## src/rtl/eth_rx_port_arbiter.sv

```systemverilog
`default_nettype none
// ============================================================================
//  Module   : eth_rx_port_arbiter
//  Purpose  : Frame-granular round-robin merge of N MAC RX streams into one
//             64-bit AXI-Stream, tagged with source port, 2-entry skid buffer.
//  Revision : 1.0  initial release
// ============================================================================
module eth_rx_port_arbiter #(
    parameter int N_PORTS = 4,
    parameter int DATA_W  = 64,
    parameter int KEEP_W  = DATA_W / 8,
    parameter int ID_W    = $clog2(N_PORTS),
    parameter int CNT_W   = 32
) (
    input  logic                      clk,
    input  logic                      rst_n,
    input  logic [N_PORTS-1:0]        s_req,
    input  logic [N_PORTS*DATA_W-1:0] s_tdata,
    input  logic [N_PORTS*KEEP_W-1:0] s_tkeep,
    input  logic [N_PORTS-1:0]        s_tvalid,
    input  logic [N_PORTS-1:0]        s_tlast,
    output logic [N_PORTS-1:0]        s_tready,
    output logic [DATA_W-1:0]         m_tdata,
    output logic [KEEP_W-1:0]         m_tkeep,
    output logic [ID_W-1:0]           m_tuser,
    output logic                      m_tvalid,
    output logic                      m_tlast,
    input  logic                      m_tready,
    output logic [N_PORTS*CNT_W-1:0]  stat_frames
);

    localparam int ENT_W = DATA_W + KEEP_W + 1 + ID_W;

    typedef enum logic [0:0] {
        ST_IDLE = 1'b0,
        ST_XFER = 1'b1
    } state_t;

    state_t                  state_q, state_d;
    logic [ID_W-1:0]         grant_q, grant_d;
    logic [ID_W-1:0]         rr_q, rr_d;
    logic [N_PORTS-1:0]      tready_q, tready_d;
    logic [1:0]              occ_q, occ_d;
    logic [1:0][ENT_W-1:0]   buf_q;

    logic                    w_found;
    logic [ID_W-1:0]         w_winner;
    logic [ID_W:0]           w_rr_sum;
    logic                    w_acc;
    logic                    w_acc_last;
    logic                    w_pop;
    logic [DATA_W-1:0]       w_in_data;
    logic [KEEP_W-1:0]       w_in_keep;
    logic                    w_in_last;
    logic [ENT_W-1:0]        w_new;

    assign w_in_data  = s_tdata[int'(grant_q) * DATA_W +: DATA_W];
    assign w_in_keep  = s_tkeep[int'(grant_q) * KEEP_W +: KEEP_W];
    assign w_in_last  = s_tlast[grant_q];
    assign w_acc      = (state_q == ST_XFER) && s_tvalid[grant_q] && tready_q[grant_q];
    assign w_acc_last = w_acc && w_in_last;
    assign w_pop      = (occ_q != 2'd0) && m_tready;
    assign w_new      = {w_in_data, w_in_keep, w_in_last, grant_q};

    // Round-robin search: first requester at or above the pointer, wrapping.
    always_comb begin
        w_found  = 1'b0;
        w_winner = '0;
        w_rr_sum = '0;
        for (int k = 0; k < N_PORTS; k++) begin
            w_rr_sum = {1'b0, rr_q} + (ID_W+1)'(k);
            if (w_rr_sum >= (ID_W+1)'(N_PORTS)) begin
                w_rr_sum = w_rr_sum - (ID_W+1)'(N_PORTS);
            end
            if (!w_found && s_req[w_rr_sum[ID_W-1:0]]) begin
                w_found  = 1'b1;
                w_winner = w_rr_sum[ID_W-1:0];
            end
        end
    end

    always_comb begin
        state_d = state_q;
        grant_d = grant_q;
        rr_d    = rr_q;
        case (state_q)
            ST_IDLE: begin
                if (w_found) begin
                    state_d = ST_XFER;
                    grant_d = w_winner;
                end
            end
            ST_XFER: begin
                if (w_acc_last) begin
                    state_d = ST_IDLE;
                    rr_d    = (grant_q == ID_W'(N_PORTS - 1)) ? '0 : grant_q + 1'b1;
                end
            end
            default: state_d = ST_IDLE;
        endcase
    end

    always_comb begin
        occ_d = occ_q;
        case ({w_acc, w_pop})
            2'b10:   occ_d = occ_q + 2'd1;
            2'b01:   occ_d = occ_q - 2'd1;
            default: occ_d = occ_q;
        endcase
    end

    // Ready is predicted from next-cycle occupancy so the buffer never overflows.
    always_comb begin
        tready_d = '0;
        for (int i = 0; i < N_PORTS; i++) begin
            tready_d[i] = (state_d == ST_XFER) && (grant_d == ID_W'(i)) &&
                          (occ_d <= 2'd1) && !w_acc_last;
        end
    end

    always_ff @(posedge clk or negedge rst_n) begin
        if (!rst_n) begin
            state_q  <= ST_IDLE;
            grant_q  <= '0;
            rr_q     <= '0;
            tready_q <= '0;
            occ_q    <= 2'd0;
        end else begin
            state_q  <= state_d;
            grant_q  <= grant_d;
            rr_q     <= rr_d;
            tready_q <= tready_d;
            occ_q    <= occ_d;
        end
    end

    // Entry 0 is always the head; a push into a full buffer cannot occur.
    always_ff @(posedge clk or negedge rst_n) begin
        if (!rst_n) begin
            buf_q <= '0;
        end else begin
            case ({w_acc, w_pop})
                2'b10: buf_q[occ_q[0]] <= w_new;
                2'b01: buf_q[0] <= buf_q[1];
                2'b11: begin
                    if (occ_q == 2'd1) begin
                        buf_q[0] <= w_new;
                    end else begin
                        buf_q[0] <= buf_q[1];
                        buf_q[1] <= w_new;
                    end
                end
                default: ;
            endcase
        end
    end

    assign {m_tdata, m_tkeep, m_tlast, m_tuser} = buf_q[0];
    assign m_tvalid = (occ_q != 2'd0);
    assign s_tready = tready_q;

    for (genvar gi = 0; gi < N_PORTS; gi++) begin : g_stat
        logic [CNT_W-1:0] cnt_q;
        always_ff @(posedge clk or negedge rst_n) begin
            if (!rst_n) begin
                cnt_q <= '0;
            end else if (w_acc_last && (grant_q == ID_W'(gi))) begin
                cnt_q <= cnt_q + 1'b1;
            end
        end
        assign stat_frames[gi*CNT_W +: CNT_W] = cnt_q;
    end

endmodule
`default_nettype wire
```

## config.mk

```make
export PLATFORM = sky130hd
export DESIGN_NAME = eth_rx_port_arbiter
export DESIGN_NICKNAME = d
export VERILOG_FILES = /design/src/rtl/eth_rx_port_arbiter.sv
export SDC_FILE = /design/constraint.sdc
export NUM_CORES = 1
export LEC_CHECK = 0
export CORE_AREA = 2 2 196 198
export CTS_CLUSTER_DIAMETER = 80
export DETAILED_ROUTE_END_ITERATION = 10
export DIE_AREA = 0 0 198 200
export HOLD_SLACK_MARGIN = 0.1
export PLACE_DENSITY = 0.82
export SLEW_MARGIN = 30
export SYNTH_ARGS = -nofsm -noshare
export SYNTH_HDL_FRONTEND = slang
export SYNTH_SLANG_ARGS = --single-unit
```

## constraint.sdc

```tcl
create_clock -name clk -period 4 [get_ports clk]
set_clock_uncertainty 0.1 [all_clocks]
set_input_delay 0.6 -clock clk [delete_from_list [all_inputs] [get_ports clk]]
set_output_delay 0.6 -clock clk [all_outputs]
set_load 0.1 [all_outputs]
```

# --- Word-level counts from Yosys, hierarchy flattened ---
# Cells that the tools add are included.
# Widths: inputs -> output; s select.
word_totals:
  reg_bits: 289
  in_bits: 303
  wordCells: 126
op_classes:
  add_sub_neg: 14
  n_lt_le_gt_ge: 12
  eq_ne: 11
  shifts: 2
  mux: 40
  n_bitwise: 1
  reduce_logical: 35
ops:
  columns: ["operator", "count"]
  rows:
  - ["$shiftx 256x9->64", 1]
  - ["$mux 75", 3]
  - ["$pmux 75 s3", 1]
  - ["$bwmux 150", 1]
  - ["$pmux 75 s2", 1]
  - ["$add 32x1->32 const B", 4]
  - ["$demux 75 s1", 1]
  - ["$shiftx 32x6->8", 1]
  - ["$logic_and 1x1->1", 24]
  - ["$mux 2", 11]
  - ["$lt 2x3->1 const B", 5]
  - ["$bmux 1 s2", 7]
  - ["$mux 1", 13]
  - ["$eq 2x2->1 const B", 6]
  - ["$sub 2x1->2 const B", 5]
  - ["$ge 3x3->1 const B", 3]
  - ["$eq 2x1->1 const B", 4]
  - ["$add 2x2->3 const B", 2]
  - ["$add 2x1->2 const B", 2]
  - ["$logic_not 1->1", 4]
  - ["$logic_not 2->1", 2]
  - ["$pmux 2 s2", 1]
  - ["$reduce_and 2->1", 2]
  - ["$reduce_bool 2->1", 2]
  - ["other kinds (9)", 9]

# --- Longest topological paths before layout ---
depth:
  depth_word: 20
  ltp_mapped: 14
  ltp_nobuf: 10

# --- Worst setup path after synthesis ---
# Ideal clock, no wire load.
synth_path:
  kind: "register to register"
  startpoint: "register tready_q[3], in the netlist s_tready[3]"
  endpoint: "register buf_q[118] in the netlist's numbering"
  arrival_time_ps: 3082
  slack_ps: 693
  path_stages_with_launch: 11
  path_buffers: 2
  synth_period_minus_slack_ps: 3307
  path_cell_list: "dfrtp_1 and3_1 or3_1 nand2_1 inv_1 ha_1 nand3b_1 nand2_1 clkbuf_1 clkbuf_1 mux2_2"
synth_between:
  elab_chain_len: 6
  word_cells_on_any_way: 9
  classes_between: "eq/ne: 3; mux: 3; reduce/logical: 3"
synth_rtl:
  columns: ["element", "line_no", "rtl"]
  rows:
  - ["start: declaration", "42", "logic [N_PORTS-1:0] tready_q, tready_d;"]
  - ["start signal: assignment", "132", "tready_q <= tready_d;"]
  - ["$bmux 1 s2 (*)", "60", "assign w_acc = (state_q == ST_XFER) && s_tvalid[grant_q] && tready_q[grant_q];"]
  - ["$mux 1 (implied by the code) (*)", "60", null]
  - ["$logic_and 1x1->1 (*)", "60", null]
  - ["$eq 2x2->1", "142", "case ({w_acc, w_pop})"]
  - ["$ne 2x2->1 (no line) or $reduce_bool 2->1 (tied branches)", null, null]
  - ["$reduce_and 2->1 (no line)", null, null]
  - ["end signal: indexed assignment", "143", "2'b10: buf_q[occ_q[0]] <= w_new;"]
  - ["end: declaration", "44", "logic [1:0][ENT_W-1:0] buf_q;"]
# Every way passes the cells marked *; elsewhere a longest branch is shown, timed or not. The select of a mux whose other input is x is not followed.
# A chain may end at the register's enable or synchronous reset.

# --- Final worst setup path ---
layout_path:
  startpoint: "register grant_q[0]"
  endpoint: "register buf_q, in the netlist m_tdata[18]"
layout_between:
  elab_chain_len: 6
  word_cells_on_any_way: 14
  classes_between: "eq/ne: 3; shift: 1; mux: 7; reduce/logical: 3"
layout_rtl:
  columns: ["element", "line_no", "rtl"]
  rows:
  - ["start: declaration", "40", "logic [ID_W-1:0] grant_q, grant_d;"]
  - ["start signal: assignment", "130", "grant_q <= grant_d;"]
  - ["branches (longest 6 deep; another with $shiftx 256x9->64)", null, null]
# Several ways; the timed one is not identified. The select of a mux whose other input is x is not followed.

==> results.md <==
* Commonest non-fill, non-tap cell in the layout: clkdlybuf4s50_1
* Unique masters post-synth at 50
* Mean Syn Cell Area at ~11 µm²
* Reg clk slew, reported paths at 70 ps
* Total GRT Usage at 0.2369
* Yosys warns at 0
* Core Footprint at roughly 0.037 mm²
* I/O pins at approximately 510
* Most frequent cells in the layout: clkdlybuf4s50_1, dfrtp_1, nor2_1
* Detailed-route DRC error count at 0
* CP Class: reg2reg
* Syn Std Cell Area at 0.01551 mm²
* Worst slack, placed at 391.5 ps
* Worst hold path class: reg2reg
* Endpoints failing setup at 0
* H-tree depth at 1
* Placed Area at just over 0.02 mm²
* Num rows at 71
* First-pass GRT wire length at approximately 74000 µm
* CP max FO at 45
* Gpl congestion at 0.8484
* Resize count post-CTS at 0
* Worst slew pin tran at 1035 ps
* Minimum clock period at approximately 3200 ps
* Drt total wl at around 49000 µm
* Crit path cell chain: and3_1 -> or3_1 -> nand2_1 -> inv_1 -> ha_1 -> nand2b_1 -> nand2b_4 -> buf_4 -> a221oi_1 -> nor2_1 -> o22a_1
* Status: finished, final reports clean
* Register area share after synthesis at 0.4662
* Peak Freq at about 310 MHz
* FF+latch count, synth at between 200 and 300
* Root buffer cell: clkbuf_16
* Syn Inst Count at 1356
* Filler instances at 3072
* Starting Density at 0.4148
* Fin area at 0.02189 mm²
* Die Y at 200 µm
* Hold Startpoint: g_stat[3].cnt_q[31]
* CTS buffer count at 31
* P_leak at ~9 nW
* Die W at 198 µm
* # Max-Cap Violations at 0
* Pwr dens at 803.0 mW/mm²
* Worst EP arrival at ~3500 ps
* Clk_lat worst skew at 570 ps
* DR pass1 iterations at 5
* Layout Nets at approximately 2.1k
* Vias per cell at 5.522
* Via count at 12.75k
* Die area at 0.03960 mm²
* Final hold viol count at 0
* Post-synth net total at 1673
* Clock Path Buffers at 3
* Max stage delay cell, worst path: dfrtp_4
* Grt total ovfl at 0
* CP Data Required Time at between 4000 and 5000 ps
* PnR worst setup slack at 805.7 ps
* Fin. max-slew vios at 0
* HPWL Detailed at 35170 µm
* Cts hold-fix bufs at 1
* Final period util at 0.7986
* Post-CTS setup buffer count at 0
* Worst r2r src: grant_q[0]
* Max stage delay on crit path at around 540 ps
* Initial antenna violation count at 5
* RSZ-0062 raised after global routing: false
* Placed Cells at approximately 2.2k
* Power Total at 17.58 mW
* Peak supply drop at 0.6576 mV
* Fraction of layout instances using a drive strength above 1 at 0.1533
* Slew HR at 0.3076
* WL per Instance at 21.02 µm
* Largest net degree at the start of global routing at 80
* Critical Path Start: grant_q[0]
* Cell family with most CP delay: simple AND/OR/NAND/NOR gates
* # port buffers at 510
* P&R area growth vs syn at 41.12%
* Crit. End Element: register
* Type of origin of the critical path: register
* CTS tree: built
* Worst Path Buf+Inv at 2
* Number of DRC markers in iteration 0 at 670
* Post-route ant nets at 0
* Clock sinks at around 290
* Final std cells w/o fill at 2309
* TNS Setup at 0 ps
* Vias in the first global route at 13.09k
-- where the power goes --
group,leakage [nW],internal [mW],switching [mW]
clock,0.616,2.25,1.23
combinational,4.60,3.26,6.43
sequential,3.64,3.85,0.557
total,8.85,9.37,8.21
-- state kept, by name, indices dropped and copies added, names as in the netlist --
signal        cells
grant_q           2
state_q           1
buf_q            75
m_tkeep           8
g_stat.cnt_q    128
m_tlast           1
rr_q              2
s_tready          4
occ_q             2
m_tuser           2
m_tdata          64
-- layout make-up --
cell class | count | area (µm²) | area share
Timing Repair Buffer | 541 | 5305 | 0.2423
Clock inverter | 24 | 442.9 | 0.02023
Antenna cell | 4 | 10.01 | 0.0004572
Tap cell | 511 | 639.4 | 0.02920
Multi-Input combinational cell | 895 | 7398 | 0.3379
Clock buffer | 34 | 817.0 | 0.03732
Inverter | 11 | 41.29 | 0.001886
Sequential cell | 289 | 7239 | 0.3307
-- kinds of logic after synthesis --
logic type / count (synthesis) / synth area share
buffers and inverters: 172 / 0.06049
xor gates and xnor gates: 123 / 0.06944
adders and majority gates: 14 / 0.01129
muxes: 153 / 0.1640
AOI/OAI and AO/OA: 172 / 0.09388
and+or+nand+nor: 433 / 0.1348
DFF: 289 / 0.4662
-- worst paths after layout --
check,endpoint,slack (ps),cells after the start
setup / recovery,m_tdata[18],810,11
hold / removal,g_stat[3].cnt_q[31],380,1
setup reg to reg,m_tdata[18],810,11
hold reg to reg,g_stat[3].cnt_q[31],380,1
max in group asynchronous,g_stat[0].cnt_q[13],2350,3
min in group asynchronous,g_stat[2].cnt_q[19],500,2
-- through the flow --
stage / hold WS [ps] / util
after floorplan: 204.4 / -
after global placement: 357.5 / 0.5530
after detailed placement: 363.8 / 0.5522
after CTS: 377.9 / 0.5862
after global routing: 397.2 / 0.5854
final: 377.4 / 0.5854
-- cells in the mapped netlist, drive strengths merged --
cell type  instances  area [µm²]
nand3             54       270.3
and4              16       140.1
nand4             39       244.0
nand2b             9       56.30
xnor2             88       770.7
mux4              73        1644
o211ai             1       7.510
o31a               1       8.760
o21ai              4       20.02
nand3b             1       7.510
a21o               1       7.510
o31ai              3       27.52
ha                14       175.2
and3              21       131.4
o211a              1       10.01
nor2b              3       18.77
a31oi              1       6.260
or3                3       18.77
o22a              72       630.6
or2                1       6.260
a21oi              8       40.04
mux2              79       889.6
a32oi              2       17.52
nor4b              1       8.760
and2               9       56.31
a211o              1       8.760
buf               95       649.4
dfrtp            289        7232
and3b              1       8.760
a221oi            73       639.4
nand2             68       255.2
nor3              22       120.1
nor4               7       56.30
clkbuf            66       247.7
nor2             173       649.4
o2111ai            1       8.760
or4                3       22.52
mux2i              1       10.01
o41ai              1       8.760
xor2              35       306.5
a21boi             2       15.01
inv               11       41.29
nor3b              2       20.02
-- layer usage --
layer | up-vias | GRT usage | share of wire | wire (µm)
li1 | 5755 | - | - | -
met1 | 6422 | 0.2841 | 0.39 | 18720
met2 | 499 | 0.4069 | 0.50 | 24050
met3 | 73 | 0.07006 | 0.094 | 4542
met4 | 2 | 0.08382 | 0.025 | 1216
met5 | - | 0 | 0.00025 | 12
(Power assumes the default switching activity.)
==> patch 1 (same flow settings) <==
Set the parameter `CNT_W` to 24 (it was 32).
--- a/src/rtl/eth_rx_port_arbiter.sv
+++ b/src/rtl/eth_rx_port_arbiter.sv
@@ -11,5 +11,5 @@
     parameter int KEEP_W  = DATA_W / 8,
     parameter int ID_W    = $clog2(N_PORTS),
-    parameter int CNT_W   = 32
+    parameter int CNT_W   = 24
 ) (
     input  logic                      clk,
Interface: changed (resized stat_frames); port bits go from 511 to 479. No check against the original RTL was run, so the function may have changed too.
==> patch 1 against the unedited design <==
Setup slack got worse by 0.034 ns. Synthesized cell count fell by 9.9%. Die area did not move. Cell area fell by 8.8%. Total power fell by 4.8%. Routed wire length fell by 9.2%. Clock power fell by 14%. Fmax fell by 1.0%. Sequential cell count fell by 32. Global-route usage fell by 2.0 points. Hold slack improved by 0.0028 ns. Sequential share of layout area fell by 0.82 points. Area after synthesis fell by 9.3%.
==> patch 1: results (changes against the unedited design) <==
- Crit path max fanout: 55 (was 45)
- Synth Net Count: 1539 (was 1673)
- CP peak stage delay: 0.58 ns (was 0.54 ns)
- Commonest cells in the netlist: dfrtp_1, nor2_1, mux2_2, buf_4, mux4_2 (was dfrtp_1, nor2_1, xnor2_1, mux2_2, buf_4)
- WHS Endpoint: g_stat[2].cnt_q[23] (was g_stat[3].cnt_q[31])
- Multiplexer area fraction after synthesis: 0.181 (was 0.164)
- Cell variety after synth: 50 (unchanged)
- Non-filler cells, final: 2143 (was 2309)
- Max layer used: met4 (was met5)
- Status: completed (unchanged)
- Fill cell count: 3171 (was 3072)
- Top cells by area, synth: dfrtp_1, mux4_2, mux2_2 (unchanged)
- Synthesized netlist cell count: 1222 (was 1356)
- Wire length on met1: 16800 um (was 18700 um)
- Adder-Cell Fraction of Synth Area: 0.0125 (was 0.0113)
- WL/cell: 20.6 um (was 21.0 um)
- Reg2Reg Depth: 10 (was 11)
- Worst r2r dst: m_tkeep[6] (was m_tdata[18])
- Clk_lat worst skew: 0.55 ns (was 0.57 ns)
- Max VDD drop: 727 uV (was 658 uV)
- Flip-flop count of the largest register after layout: 96 (was 128)
- M1 GR Usage: 0.258 (was 0.284)
- Vias post-DR: 11600 (was 12800)
- Clock Tree Root: clkbuf_16 (unchanged)
- Grt met3 use: 0.0585 (was 0.0701)
- First-pass GRT wire length: 67400 um (was 74000 um)
- Gpl congestion: 0.874 (was 0.848)
- Critical Path AT: 3.56 ns (was 3.53 ns)
- Met2 Resource Use GR: 0.382 (was 0.407)
- DR WL met3: 3760 um (was 4540 um)
- Hpwl dp: 31900 um (was 35200 um)
- NumNets Final: 1924 (was 2086)
- Met2 WL: 22000 um (was 24000 um)
- DP Area: 18900 sq um (was 20700 sq um)
- Input/output buffers: 478 (was 510)
- Worst reg2reg setup slack: 0.77 ns (was 0.81 ns)
- Post-synthesis compound-gate area fraction: 0.103 (was 0.0939)
- Sequential-to-total area share from yosys stat: 0.457 (was 0.466)
- Share of layout cells above drive strength 1: 0.163 (was 0.153)
- Antenna violations before repair: 2 (was 5)
- Min-delay src: g_stat[2].cnt_q[23] (was g_stat[3].cnt_q[31])
- Slew @ Worst Pin: 1.03 ns (was 1.04 ns)
- GRT Total Usage: 0.217 (was 0.237)
-- patch 1: area by class of cell --
cell class | count | area [sq um] | area share
Antenna cell | 2 | 5.00 | 0.000251
Clock inverter | 18 | 238 | 0.0119
Clock buffer | 37 | 848 | 0.0425
Multi-Input combinational cell | 793 | 6740 | 0.338
Sequential cell | 257 | 6440 | 0.322
Timing Repair Buffer | 505 | 4980 | 0.249
Inverter | 20 | 76.3 | 0.00382
Tap cell | 511 | 639 | 0.0320
-- patch 1: through the flow --
stage          worst slack, ns  utilization  hold slack, ns
6_report                 0.772        0.534           0.380
5_1_grt                  0.535        0.534           0.395
4_1_cts                  0.752        0.534           0.384
3_5_place_dp             0.400        0.504           0.366
3_3_place_gp             0.419        0.506           0.360
2_1_floorplan            0.618            -           0.204
-- patch 1: report_power, final --
group	total (mW)	switching [mW]	internal, mW
Sequential	4.09	0.564	3.53
Clock	2.98	1.15	1.83
Combinational	9.66	6.40	3.26
Total	16.7	8.11	8.62
-- patch 1: timing repair --
action,in CTS,in global routing
resized for setup,0,0
endpoints found under the hold margin,8,0
hold buffers,1,0
-- patch 1: worst max-delay path by stage --
stage,start,endpoint,slack (ns),cells after the start
finish,grant_q[0],m_tkeep[6],0.77,10
global route,grant_q[0],m_tdata[18],0.54,10
detailed placement,s_tvalid[2],m_tdata[16],0.40,11
CTS,grant_q[0],m_tkeep[6],0.75,10
floorplan,s_tready[3],buf_q[110],0.62,10
global placement,s_tvalid[2],m_tkeep[6],0.42,11
-- patch 1: worst max-delay path, delay by kind of cell (launching register included) --
kind | cells | cell delay [ns]
AOI/OAI and AO/OA | 2 | 0.47
adders and majority gates | 1 | 0.24
and+or+nand+nor | 5 | 1.33
DFF | 1 | 0.58
buffers and inverters | 2 | 0.38
==> patch 2 (same flow settings) <==
Made on the original files. Reset style: synchronous (`rst_n`), changed in 3 clocked blocks.
--- a/src/rtl/eth_rx_port_arbiter.sv
+++ b/src/rtl/eth_rx_port_arbiter.sv
@@ -119,5 +119,5 @@
     end
 
-    always_ff @(posedge clk or negedge rst_n) begin
+    always_ff @(posedge clk) begin
         if (!rst_n) begin
             state_q  <= ST_IDLE;
@@ -136,5 +136,5 @@
 
     // Entry 0 is always the head; a push into a full buffer cannot occur.
-    always_ff @(posedge clk or negedge rst_n) begin
+    always_ff @(posedge clk) begin
         if (!rst_n) begin
             buf_q <= '0;
@@ -162,5 +162,5 @@
     for (genvar gi = 0; gi < N_PORTS; gi++) begin : g_stat
         logic [CNT_W-1:0] cnt_q;
-        always_ff @(posedge clk or negedge rst_n) begin
+        always_ff @(posedge clk) begin
             if (!rst_n) begin
                 cnt_q <= '0;
Behaviour: differs if rst_n is asserted again (counterexample within 4 cycles, from zero or initial values and one cycle with rst_n low); with rst_n held inactive, the same outputs for 4 cycles.
==> patch 2 against the unedited design <==
First-iteration DRC count rose by 56%. Critical path depth increased by 1. Routed wire length increased by 13%. Cell area down 1.1%. Fmax is 3.4% lower. Setup slack worse by 0.11 ns. Sequential cell count stayed put. Area after synthesis rose by 0.38%. Largest cell class unchanged.
Power is not compared: it rests on default switching activity, and its combinational part moved more than twofold at a synthesized area within 25%.
==> patch 2: results (changes against the unedited design) <==
- Crit path max fanout: 48 (was 45)
- CTS Buffer Depth: 3 (unchanged)
- Synth Net Count: 2074 (was 1673)
- Non-filler cells, final: 2661 (was 2309)
- CP max stage cell: mux4_2 (was dfrtp_4)
- GRT Total Usage: 0.262 (was 0.237)
- Setup slack at placement: 0.176 ns (was 0.392 ns)
- Clk_lat worst skew: 0.53 ns (was 0.57 ns)
- Relative slew slack: 0.305 (was 0.308)
- WL/cell: 20.6 um (was 21.0 um)
- Min-delay src: buf_q[132] (was g_stat[3].cnt_q[31])
- First-pass GRT wire length: 82900 um (was 74000 um)
- Pin count of the biggest net entering global routing: 84 (was 80)
- Critical Path AT: 3.61 ns (was 3.53 ns)
- Vias per cell: 5.85 (was 5.52)
- Reg2Reg Depth: 11 (unchanged)
- Critical path's top delay family: buffers and inverters (was simple AND/OR/NAND/NOR gates)
- TritonRoute pass-1 iters: 6 (was 5)
- Top cells by area, synth: dfxtp_1, mux4_2, nor2_1 (was dfrtp_1, mux4_2, mux2_2)
- Vias in the first global route: 15300 (was 13100)
- Max layer used: met4 (was met5)
- WHS Endpoint: buf_q[132] (was g_stat[3].cnt_q[31])
- Worst r2r dst: m_tdata[29] (was m_tdata[18])
- Worst Hold Depth: 2 (was 1)
- Synthesized area per cell: 8.86 sq um (was 11.4 sq um)
- DR WL met3: 4610 um (was 4540 um)
- CTS H-Tree Depth: 2 (was 1)
- CP peak stage delay: 0.50 ns (was 0.54 ns)
- Inst Count DP: 2594 (was 2246)
- Initial DRC count: 1048 (was 670)
- Status: completed (unchanged)
- DP Area: 20500 sq um (was 20700 sq um)
- Clock Tree Root: clkbuf_16 (unchanged)
- Hpwl dp: 38400 um (was 35200 um)
- Commonest cells in the netlist: dfxtp_1, nor2_1, nand2_1, a21oi_1, clkbuf_1 (was dfrtp_1, nor2_1, xnor2_1, mux2_2, buf_4)
- FFs w/ async S/R, synth: 0 (was 1.00)
- Wire length on met1: 21500 um (was 18700 um)
- Gpl congestion: 0.892 (was 0.848)
- CTS Buf Count: 35 (was 31)
- Antenna violations before repair: 6 (was 5)
- NumNets Final: 2437 (was 2086)
- Cell variety after synth: 52 (was 50)
- Sequential-to-total area share from yosys stat: 0.372 (was 0.466)
- Reg-to-reg startpoint: s_tready[2] (was grant_q[0])
- Share of layout cells above drive strength 1: 0.127 (was 0.153)
- Fin crit period: 3.31 ns (was 3.19 ns)
- Met2 WL: 26200 um (was 24000 um)
[patch 2: changes by cell type after synthesis, moves of 32 or more]
cell | unedited run | this run
o21ai_0 | 4 | 49
nor2_1 | 173 | 216
nand2_1 | 68 | 211
o221a_2 | 0 | 72
dfrtp_1 | 289 | 0
o22a_1 | 72 | 0
clkbuf_1 | 66 | 103
a21oi_1 | 8 | 144
xnor2_1 | 88 | 19
dfxtp_1 | 0 | 289
mux2_2 | 79 | 1
or3_1 | 3 | 35
[patch 2: area by class of cell]
cell class	instances	area, sq um
tap	511	639
multi-input combinational	1233	8660
clock buffer	51	1020
timing repair buffer	537	5290
fill	3153	15700
clock inverter	10	148
sequential	289	5790
antenna	6	15.0
inverter	24	97.6
[patch 2: how the worst max path moves through the flow]
stage,start,to,depth (start not counted)
after detailed placement,s_tvalid[0],m_tdata[10],12
after floorplan,s_tready[3],m_tdata[10],12
after global routing,grant_q[0],g_stat[3].cnt_q[31],7
after CTS,s_tvalid[0],m_tdata[10],12
final,s_tvalid[0],m_tdata[29],12
after global placement,s_tvalid[0],m_tkeep[2],12
[patch 2: power by group through the flow]
stage	Combinational, mW	Clock, mW	Sequential (mW)
after CTS	1.31	3.25	2.97
after detailed placement	1.30	0	3.03
after floorplan	0.815	0	3.04
final	1.30	3.20	2.97
after global placement	1.29	0	3.03
after global routing	1.36	3.36	2.98
[patch 2: logic make-up (layout without fill, tap and decap cells)]
logic type,after synthesis,in the layout,share of synthesized area
flip-flops,289,289,0.372
AO/OA/AOI/OAI,416,416,0.196
other,0,6,0
AND/OR/NAND/NOR,659,659,0.197
buffers and inverters,235,622,0.0763
multiplexers,88,88,0.116
adder cells (fa/ha/maj),14,14,0.0112
XOR/XNOR,56,56,0.0315
[patch 2: stage by stage]
stage          hold WS [ns]  power, mW
2_1_floorplan         0.332       3.85
3_3_place_gp          0.337       4.32
3_5_place_dp          0.343       4.34
4_1_cts               0.352       7.53
5_1_grt               0.364       7.70
6_report              0.348       7.47
[patch 2: per-layer routing]
metal,vias to the layer above,track usage
li1,7169,-
met5,-,0
met3,132,0.0580
met2,737,0.445
met1,7542,0.315
met4,0,0.133
[patch 2: worst min-delay path: stages (launching register included)]
cell and delay (ns):
dfxtp_1 0.31, nand2_1 0.05, a21oi_1 0.05
